## config.mk

```make
export PLATFORM = sky130hd
export DESIGN_NAME = gerador_imediato
export DESIGN_NICKNAME = d
export VERILOG_FILES = /design/src/rtl/gerador_imediato.sv
export SDC_FILE = /design/constraint.sdc
export NUM_CORES = 1
export LEC_CHECK = 0
export BUFFER_PORTS_ARGS = -buffer_cell sky130_fd_sc_hd__buf_2
export CAP_MARGIN = 20
export CORE_MARGIN = 2
export CORE_UTILIZATION = 25
export CTS_CLUSTER_DIAMETER = 150
export DETAILED_ROUTE_END_ITERATION = 10
export PLACE_DENSITY = 0.53
export SYNTH_ARGS = -nofsm -noshare
export SYNTH_HDL_FRONTEND = slang
export SYNTH_SLANG_ARGS = --single-unit
```

## constraint.sdc

```tcl
create_clock -name clock -period 4.3 [get_ports clock]
set_clock_uncertainty 0.15 [all_clocks]
set_input_delay 0.645 -clock clock [delete_from_list [all_inputs] [get_ports clock]]
set_output_delay 0.645 -clock clock [all_outputs]
set_load 0.02 [all_outputs]
```

## src/rtl/gerador_imediato.sv

```systemverilog
// gerador_imediato: registered immediate generator for the nRisc decode stage.
// Define EXTENSOR_PREFIX_EN to let PREFIX instructions build wide constants.
module gerador_imediato #(
  parameter int         INSTR_W    = 8,
  parameter int         DATA_W     = 16,
  parameter int         MAX_PREFIX = 2,
  parameter logic [2:0] PREFIX_OP  = 3'b111
) (
  input  logic               clock,
  input  logic               reset,
  input  logic               in_valid,
  output logic               in_ready,
  input  logic [INSTR_W-1:0] instruction_received,
  input  logic               sign_mode,
  output logic               out_valid,
  input  logic               out_ready,
  output logic [DATA_W-1:0]  immediate,
  output logic [2:0]         opcode_out,
  output logic               overflow
);

  // Raw is sized for the widest prefixed immediate so the enabled build never loses bits early.
  localparam int RW = 5 * MAX_PREFIX + 5;

  logic [2:0]        opcode;
  logic              accept;
  logic [4:0]        field;
  int                fw;
  int                t_w;
  logic [RW-1:0]     raw;
  logic              sign_bit;
  logic              zero_imm;
  logic [DATA_W-1:0] ext;

  logic              out_valid_q, out_valid_d;
  logic [DATA_W-1:0] imm_q, imm_d;
  logic [2:0]        op_q, op_d;
  logic              ovf_q, ovf_d;

  assign opcode   = instruction_received[INSTR_W-1 -: 3];
  assign in_ready = !out_valid_q || out_ready;
  assign accept   = in_valid && in_ready;

  always_comb begin
    fw    = 0;
    field = '0;
    case (opcode)
      3'b000, 3'b010: begin fw = 3; field = {2'b00, instruction_received[2:0]}; end
      3'b001, 3'b100: begin fw = 4; field = {1'b0, instruction_received[3:0]}; end
      3'b101, 3'b110: begin fw = 5; field = instruction_received[4:0]; end
      default:        begin fw = 0; field = '0; end
    endcase
  end

`ifdef EXTENSOR_PREFIX_EN
  localparam int AW = 5 * MAX_PREFIX;
  localparam int CW = $clog2(MAX_PREFIX + 1);
  localparam logic [0:0] ST_IDLE   = 1'b0;
  localparam logic [0:0] ST_PREFIX = 1'b1;

  logic [AW-1:0] acc_q, acc_d;
  logic [CW-1:0] cnt_q, cnt_d;
  logic          drop_q, drop_d;
  logic [0:0]    state_q, state_d;
  logic          is_prefix;

  assign is_prefix = (opcode == PREFIX_OP);
  assign zero_imm  = (fw == 0);

  always_comb begin
    t_w = (state_q == ST_PREFIX) ? 5 * int'(cnt_q) + fw : fw;
    raw = (RW'(acc_q) << fw) | RW'(field);
  end
`else
  assign zero_imm = (fw == 0) || (opcode == PREFIX_OP);

  always_comb begin
    t_w = fw;
    raw = RW'(field);
  end
`endif

  // Bits below T come from raw; everything above is the sign bit or zero.
  always_comb begin
    sign_bit = (t_w > 0) ? raw[t_w-1] : 1'b0;
    ext      = '0;
    for (int i = 0; i < DATA_W; i++) begin
      if (i < t_w)
        ext[i] = (i < RW) ? raw[i] : 1'b0;
      else
        ext[i] = sign_mode & sign_bit;
    end
  end

  always_comb begin
    out_valid_d = out_valid_q;
    imm_d       = imm_q;
    op_d        = op_q;
    ovf_d       = ovf_q;
`ifdef EXTENSOR_PREFIX_EN
    acc_d       = acc_q;
    cnt_d       = cnt_q;
    drop_d      = drop_q;
    state_d     = state_q;
`endif
    if (out_valid_q && out_ready)
      out_valid_d = 1'b0;
    if (accept) begin
`ifdef EXTENSOR_PREFIX_EN
      if (is_prefix) begin
        if (cnt_q == CW'(MAX_PREFIX)) begin
          drop_d = 1'b1;
        end else begin
          acc_d = (acc_q << 5) | AW'(instruction_received[4:0]);
          cnt_d = cnt_q + CW'(1);
        end
        state_d = ST_PREFIX;
      end else begin
        out_valid_d = 1'b1;
        imm_d       = zero_imm ? '0 : ext;
        op_d        = opcode;
        ovf_d       = (t_w > DATA_W) || drop_q;
        acc_d       = '0;
        cnt_d       = '0;
        drop_d      = 1'b0;
        state_d     = ST_IDLE;
      end
`else
      out_valid_d = 1'b1;
      imm_d       = zero_imm ? '0 : ext;
      op_d        = opcode;
      ovf_d       = 1'b0;
`endif
    end
  end

  always_ff @(posedge clock) begin
    if (reset) begin
      out_valid_q <= 1'b0;
      imm_q       <= '0;
      op_q        <= '0;
      ovf_q       <= 1'b0;
`ifdef EXTENSOR_PREFIX_EN
      acc_q       <= '0;
      cnt_q       <= '0;
      drop_q      <= 1'b0;
      state_q     <= ST_IDLE;
`endif
    end else begin
      out_valid_q <= out_valid_d;
      imm_q       <= imm_d;
      op_q        <= op_d;
      ovf_q       <= ovf_d;
`ifdef EXTENSOR_PREFIX_EN
      acc_q       <= acc_d;
      cnt_q       <= cnt_d;
      drop_q      <= drop_d;
      state_q     <= state_d;
`endif
    end
  end

  assign out_valid  = out_valid_q;
  assign immediate  = imm_q;
  assign opcode_out = op_q;
  assign overflow   = ovf_q;

endmodule

```

Yosys cells after proc, flatten, opt, wreduce, memory -nomap -nowiden

Cells that the tools add are included.

Logic and storage cells: 65
Flip-flop bits (word level): 20

Reductions and logical operators: 11
Magnitude comparators: 18
$add $sub $neg: 1
Muxes and demuxes: 25
Bitwise logic cells: 1
Eq/ne operators: 6

Operator list:

| operator                                                        | count |
|---|---|
| < comparator 5 x 32 -> 1 bit (first input constant)             | 8 |
| < comparator 4 x 32 -> 1 bit (first input constant)             | 4 |
| < comparator 3 x 32 -> 1 bit (first input constant)             | 2 |
| greater-than comparator 32 x 1 -> 1 bit (second input constant) | 1 |
| zero test 32 bit                                                | 1 |
| < comparator 1 x 32 -> 1 bit (first input constant)             | 1 |
| < comparator 2 x 32 -> 1 bit (first input constant)             | 1 |
| < comparator 32 x 6 -> 1 bit (second input constant)            | 1 |
| subtractor 32 x 2 -> 32 bit (second input constant)             | 1 |
| two-way mux 1 bit                                               | 21 |
| two-way mux 16 bit                                              | 1 |
| case mux 5 bit (3 select lines)                                 | 1 |
| equality test 3 bit (second input constant)                     | 4 |
| case mux 3 bit (3 select lines)                                 | 1 |
| OR reduction 2 bit                                              | 3 |
| binary-select mux 1 bit (select 4 bit)                          | 1 |
| equality test 3 x 1 -> 1 bit (second input constant)            | 1 |
| equality test 3 x 2 -> 1 bit (second input constant)            | 1 |
| zero test 3 bit                                                 | 1 |
| logical AND 1 bit                                               | 2 |
| logical OR 1 bit                                                | 2 |
| nonzero test 2 bit                                              | 1 |
| AND 1 bit                                                       | 1 |
| zero test 1 bit                                                 | 1 |

Longest topological paths before layout

Word-level depth: 11
Mapped depth: 9
Depth with buffers taken out: 8

Worst setup path before layout

OpenSTA, ideal clock, no wires.

Path kind: input-to-reg
Start point: in instruction_received[6]
End point: reg imm_q[14] (netlist: immediate[14])
Data required time: 4,018 ps
Stages: 8
Arrival: 1,923 ps
Library setup time: 132 ps
Setup slack: 2,095 ps
Cell sequence: nand2b_2 xnor2_1 ha_1 inv_1 ha_1 o211a_1 nand4_2 a21oi_1

Cells in the longest elaborated chain, start to end: 11

RTL lines:

| element                                               | RTL line | source |
|---|---|---|
| start: declaration                                    | 13       | `input logic [INSTR_W-1:0] instruction_received,` |
| equality test 3 bit, or another cell as far along     | 47       | `case (opcode)` |
| OR reduction 2 bit                                    | 47       |  |
| case mux 3 bit (3 select lines)                       | 47       |  |
| subtractor 32 x 2 -> 32 bit                           | 85       | `sign_bit = (t_w > 0) ? raw[t_w-1] : 1'b0;` |
| binary-select mux 1 bit (select 4 bit)                | 85       |  |
| two-way mux 1 bit (not written as such) (2 in series) | 85       |  |
| two-way mux 1 bit                                     | 85       |  |
| AND 1 bit                                             | 91       | `ext[i] = sign_mode & sign_bit;` |
| two-way mux 1 bit                                     | 88       | `if (i < t_w)` |
| two-way mux 16 bit *                                  | 130      | `imm_d = zero_imm ? '0 : ext;` |
| end signal: assignment                                | 151      | `imm_q <= imm_d;` |
| end: declaration                                      | 36       | `logic [DATA_W-1:0] imm_q, imm_d;` |

Every way passes the cells marked *; elsewhere a longest branch is shown, timed or not. The select of a mux whose other input is x is not followed.
A chain may end at the register's enable or synchronous reset.

Worst setup path after layout

Start point: in instruction_received[6]
End point: reg imm_q[6] (netlist: immediate[6])

Same word-level chain as after synthesis.

==> flow_summary.ini <==
[outcome]
run_status = complete, no violations

[grt]
first_global_vias = 660
grt_pass1_wl_microns = 2800
grt_antenna_before_repair = 0
maximum_number_of_pins_on_one_net_before_global_route_repair = 13
overall_fraction_of_global_route_tracks_in_use = 0.113
grt_overflow_total = 0

[logic_synthesis]
synth_common_cells = 16 x sky130_fd_sc_hd__nand2_1, 13 x sky130_fd_sc_hd__a21oi_1, 12 x sky130_fd_sc_hd__dfxtp_1
synth_cell_types = 29
synth.ff_latch_count = 12
library_cell_with_the_largest_summed_area_after_synthesis = sky130_fd_sc_hd__dfxtp_1
synth.cell_area_sq_um = 702
postSynthCellCount = 89
syn-num-nets = 104
synthesized_area_divided_by_synthesized_cell_count_sq_um = 7.89
synthMostInstantiatedCell = sky130_fd_sc_hd__nand2_1
post-synth-top-area-fraction = 0.342
most_common_flop_cell_mapped_by_yosys = sky130_fd_sc_hd__dfxtp_1
synth-edff-count = 0
cell_types_with_the_largest_area_share_after_synthesis = sky130_fd_sc_hd__dfxtp_1 34%, sky130_fd_sc_hd__buf_4 11%, sky130_fd_sc_hd__a21oi_1 9.3%
synth-seq-area-share = 0.342
synthArstFlopShare = 0
synth-warning-count = 0

[clock_tree]
clk_root_buffer_cell = sky130_fd_sc_hd__clkbuf_4
path_clk_slew_ns = 0.08
post-cts-setup-buffers = 0
h-tree-depth = 1
clock_tree_from_tritoncts = done
clk-insertion-delay-late_ns = 0.27
cts_sinks = 12
cts.path.max_buffers = 2
cts_buffers = 3
cts-resized-gates = 0
hold_buffers = 0

[critical_path]
critPathLaunchType = primary input
worstSetupPathType = primary input to flip-flop
worst_ep_required_time_ns = 4.31
worst_setup_path_end_kind = flip-flop
reg2reg_setup_slack_ns = 2.73
timing.rr.start = out_valid
cp_max_stage_delay_ns = 0.30
crit_chain = buf_2, nand2b_2, xnor2_1, ha_1, inv_1, ha_1, o211a_1, nand4_2, a21oi_1
critical_path_peak_fanout = 8
worst_path_dominant_cell_family = adder cells
critPathSlowestCell = sky130_fd_sc_hd__ha_1
critical_path_at_ns = 2.26
critical-path-top-cell-by-count = sky130_fd_sc_hd__ha_1
cp.depth = 9
worst-path-buf-inv = 2
worst_r2r_path_depth = 5
crit-reg2reg-capture = immediate[4]

[layout]
fillCellCount = 317
regArea_sq_um = 240
combined_area_of_the_multi_input_logic_cells_sq_um = 348
num-nets-final = 129
antenna-diode-count = 0
flow.area_growth_from_synthesis_pct = 21.7
share_of_cells_above_drive_strength_1 = 0.363

[sta]
rsz0062_at_grt = no
tns_ns = 0
hold-worst-slack_ns = 0.304
fmaxAchievable_ghz = 0.444
maxSlewViolCount = 0
post-route-period-util = 0.523
setup_violations = 0
finalWorstPathRequiredPeriod_ns = 2.25
final_number_of_hold_violating_endpoints = 0

[floorplanning]
fp.dieArea_sq_um = 3250
dieHeight_microns = 57.0
die_width_microns = 57.0
placement_rows = 19
core_region_area_sq_um = 2710
start_util = 0.259
top_level_ports = 35

[detailed_routing]
drt_iter0_markers = 8
post_drt_via_cell_ratio = 4.82
dr_total_vias = 694
drt.antenna.violating_nets = 0
drt_first_pass_iters = 5
wl_per_cell_microns = 11.2
route.final.wire_length_microns = 1610
drc = 0

[placement]
estimated_wirelength_of_the_detail_placed_design_microns = 1290
buffer_ports.inserted = 33
place.gp.congestion = 0.847

[hold_path]
min-delay-path-class = flip-flop to flip-flop
worst_hold_path.endpoint = opcode_out[0]
timing.hold.worst.start = opcode_out[0]
holdPathStages = 2

[power]
peakVddDrop_uv = 127
leakage_nw = 0.436
power.density_cell_area_nw_per_um2 = 330

[job]
maxCapViolCount = 0
==> stage by stage <==
stage / cells / setup slack (ns) / instance area, sq um / utilization / power (mW)
3_3_place_gp: 140 / 1.88 / 818 / 0.302 / 0.193
5_1_grt: 144 / 1.91 / 855 / 0.315 / 0.300
6_report: 144 / 2.05 / 855 / 0.315 / 0.282
2_1_floorplan: 89 / 2.09 / 702 / - / 0.176
3_5_place_dp: 140 / 1.78 / 818 / 0.302 / 0.195
4_1_cts: 144 / 2.06 / 855 / 0.315 / 0.286
==> sequential cells by signal, indices dropped and copies added (netlist names) <==
| register | count |
|---|---|
| immediate | 8 |
| opcode_out | 3 |
| out_valid | 1 |
==> power breakdown <==
part | switching, mW | leakage [nW] | total, mW | internal, mW
Combinational | 0.0453 | 0.316 | 0.0710 | 0.0257
Sequential | 0.00338 | 0.0984 | 0.121 | 0.117
Clock | 0.0391 | 0.0210 | 0.0906 | 0.0515
Total | 0.0877 | 0.436 | 0.282 | 0.195
==> cell usage in the layout (no fill, tap or decap) <==
cell type,count
sky130_fd_sc_hd__ha_1,2
sky130_fd_sc_hd__nand2b_1,1
sky130_fd_sc_hd__xor2_1,1
sky130_fd_sc_hd__o2111ai_2,1
sky130_fd_sc_hd__a211oi_1,1
sky130_fd_sc_hd__xnor2_1,1
sky130_fd_sc_hd__a21oi_1,13
sky130_fd_sc_hd__o21ai_0,2
sky130_fd_sc_hd__inv_1,7
sky130_fd_sc_hd__a31oi_1,1
sky130_fd_sc_hd__o211a_1,1
sky130_fd_sc_hd__and3_1,1
sky130_fd_sc_hd__and2_1,1
sky130_fd_sc_hd__clkbuf_8,1
sky130_fd_sc_hd__mux2i_1,2
sky130_fd_sc_hd__nand2b_2,1
sky130_fd_sc_hd__buf_2,33
sky130_fd_sc_hd__a221oi_1,1
sky130_fd_sc_hd__nand2_1,16
sky130_fd_sc_hd__a311o_2,1
sky130_fd_sc_hd__conb_1,1
sky130_fd_sc_hd__clkbuf_4,3
sky130_fd_sc_hd__nand3b_1,1
sky130_fd_sc_hd__nand3_1,4
sky130_fd_sc_hd__dfxtp_1,12
sky130_fd_sc_hd__nor2_1,1
sky130_fd_sc_hd__o211ai_1,1
sky130_fd_sc_hd__nand4_2,1
sky130_fd_sc_hd__nand4b_1,1
==> routing by layer <==
metal	up-vias	GRT usage	wire length, microns
li1	343	-	-
met5	-	0	0
met2	29	0.163	674
met4	0	0.0930	55
met1	317	0.136	756
met3	5	0.0340	125
==> kinds of logic (layout without fill, tap and decap cells) <==
group,after synthesis,in the layout,synth area share
muxes,2,2,0.0285
adders and majority gates,2,2,0.0356
and+or+nand+nor,28,28,0.200
buffers and inverters,20,44,0.162
other,1,1,0.00534
AOI/OAI and AO/OA,22,22,0.201
DFF,12,12,0.342
xor gates and xnor gates,2,2,0.0250
==> area by class of cell <==
type / instances / area share
inverter: 7 / 0.0307
timing repair buffer: 33 / 0.193
sequential: 12 / 0.281
clock buffer: 4 / 0.0425
tap: 31 / 0.0454
multi-input combinational: 57 / 0.407
==> worst max path at each step <==
stage,startpoint,to
floorplan,instruction_received[6],immediate[14]
global placement,instruction_received[6],immediate[14]
detailed placement,instruction_received[6],immediate[14]
CTS,instruction_received[6],immediate[14]
global route,instruction_received[6],immediate[14]
finish,instruction_received[6],immediate[6]
==> tightest hold or removal path: stages, from the launching register on <==
cell and delay (ns):
sky130_fd_sc_hd__dfxtp_1 0.31, sky130_fd_sc_hd__nand2_1 0.05, sky130_fd_sc_hd__a21oi_1 0.05
Power figures use the tool's default switching activity.
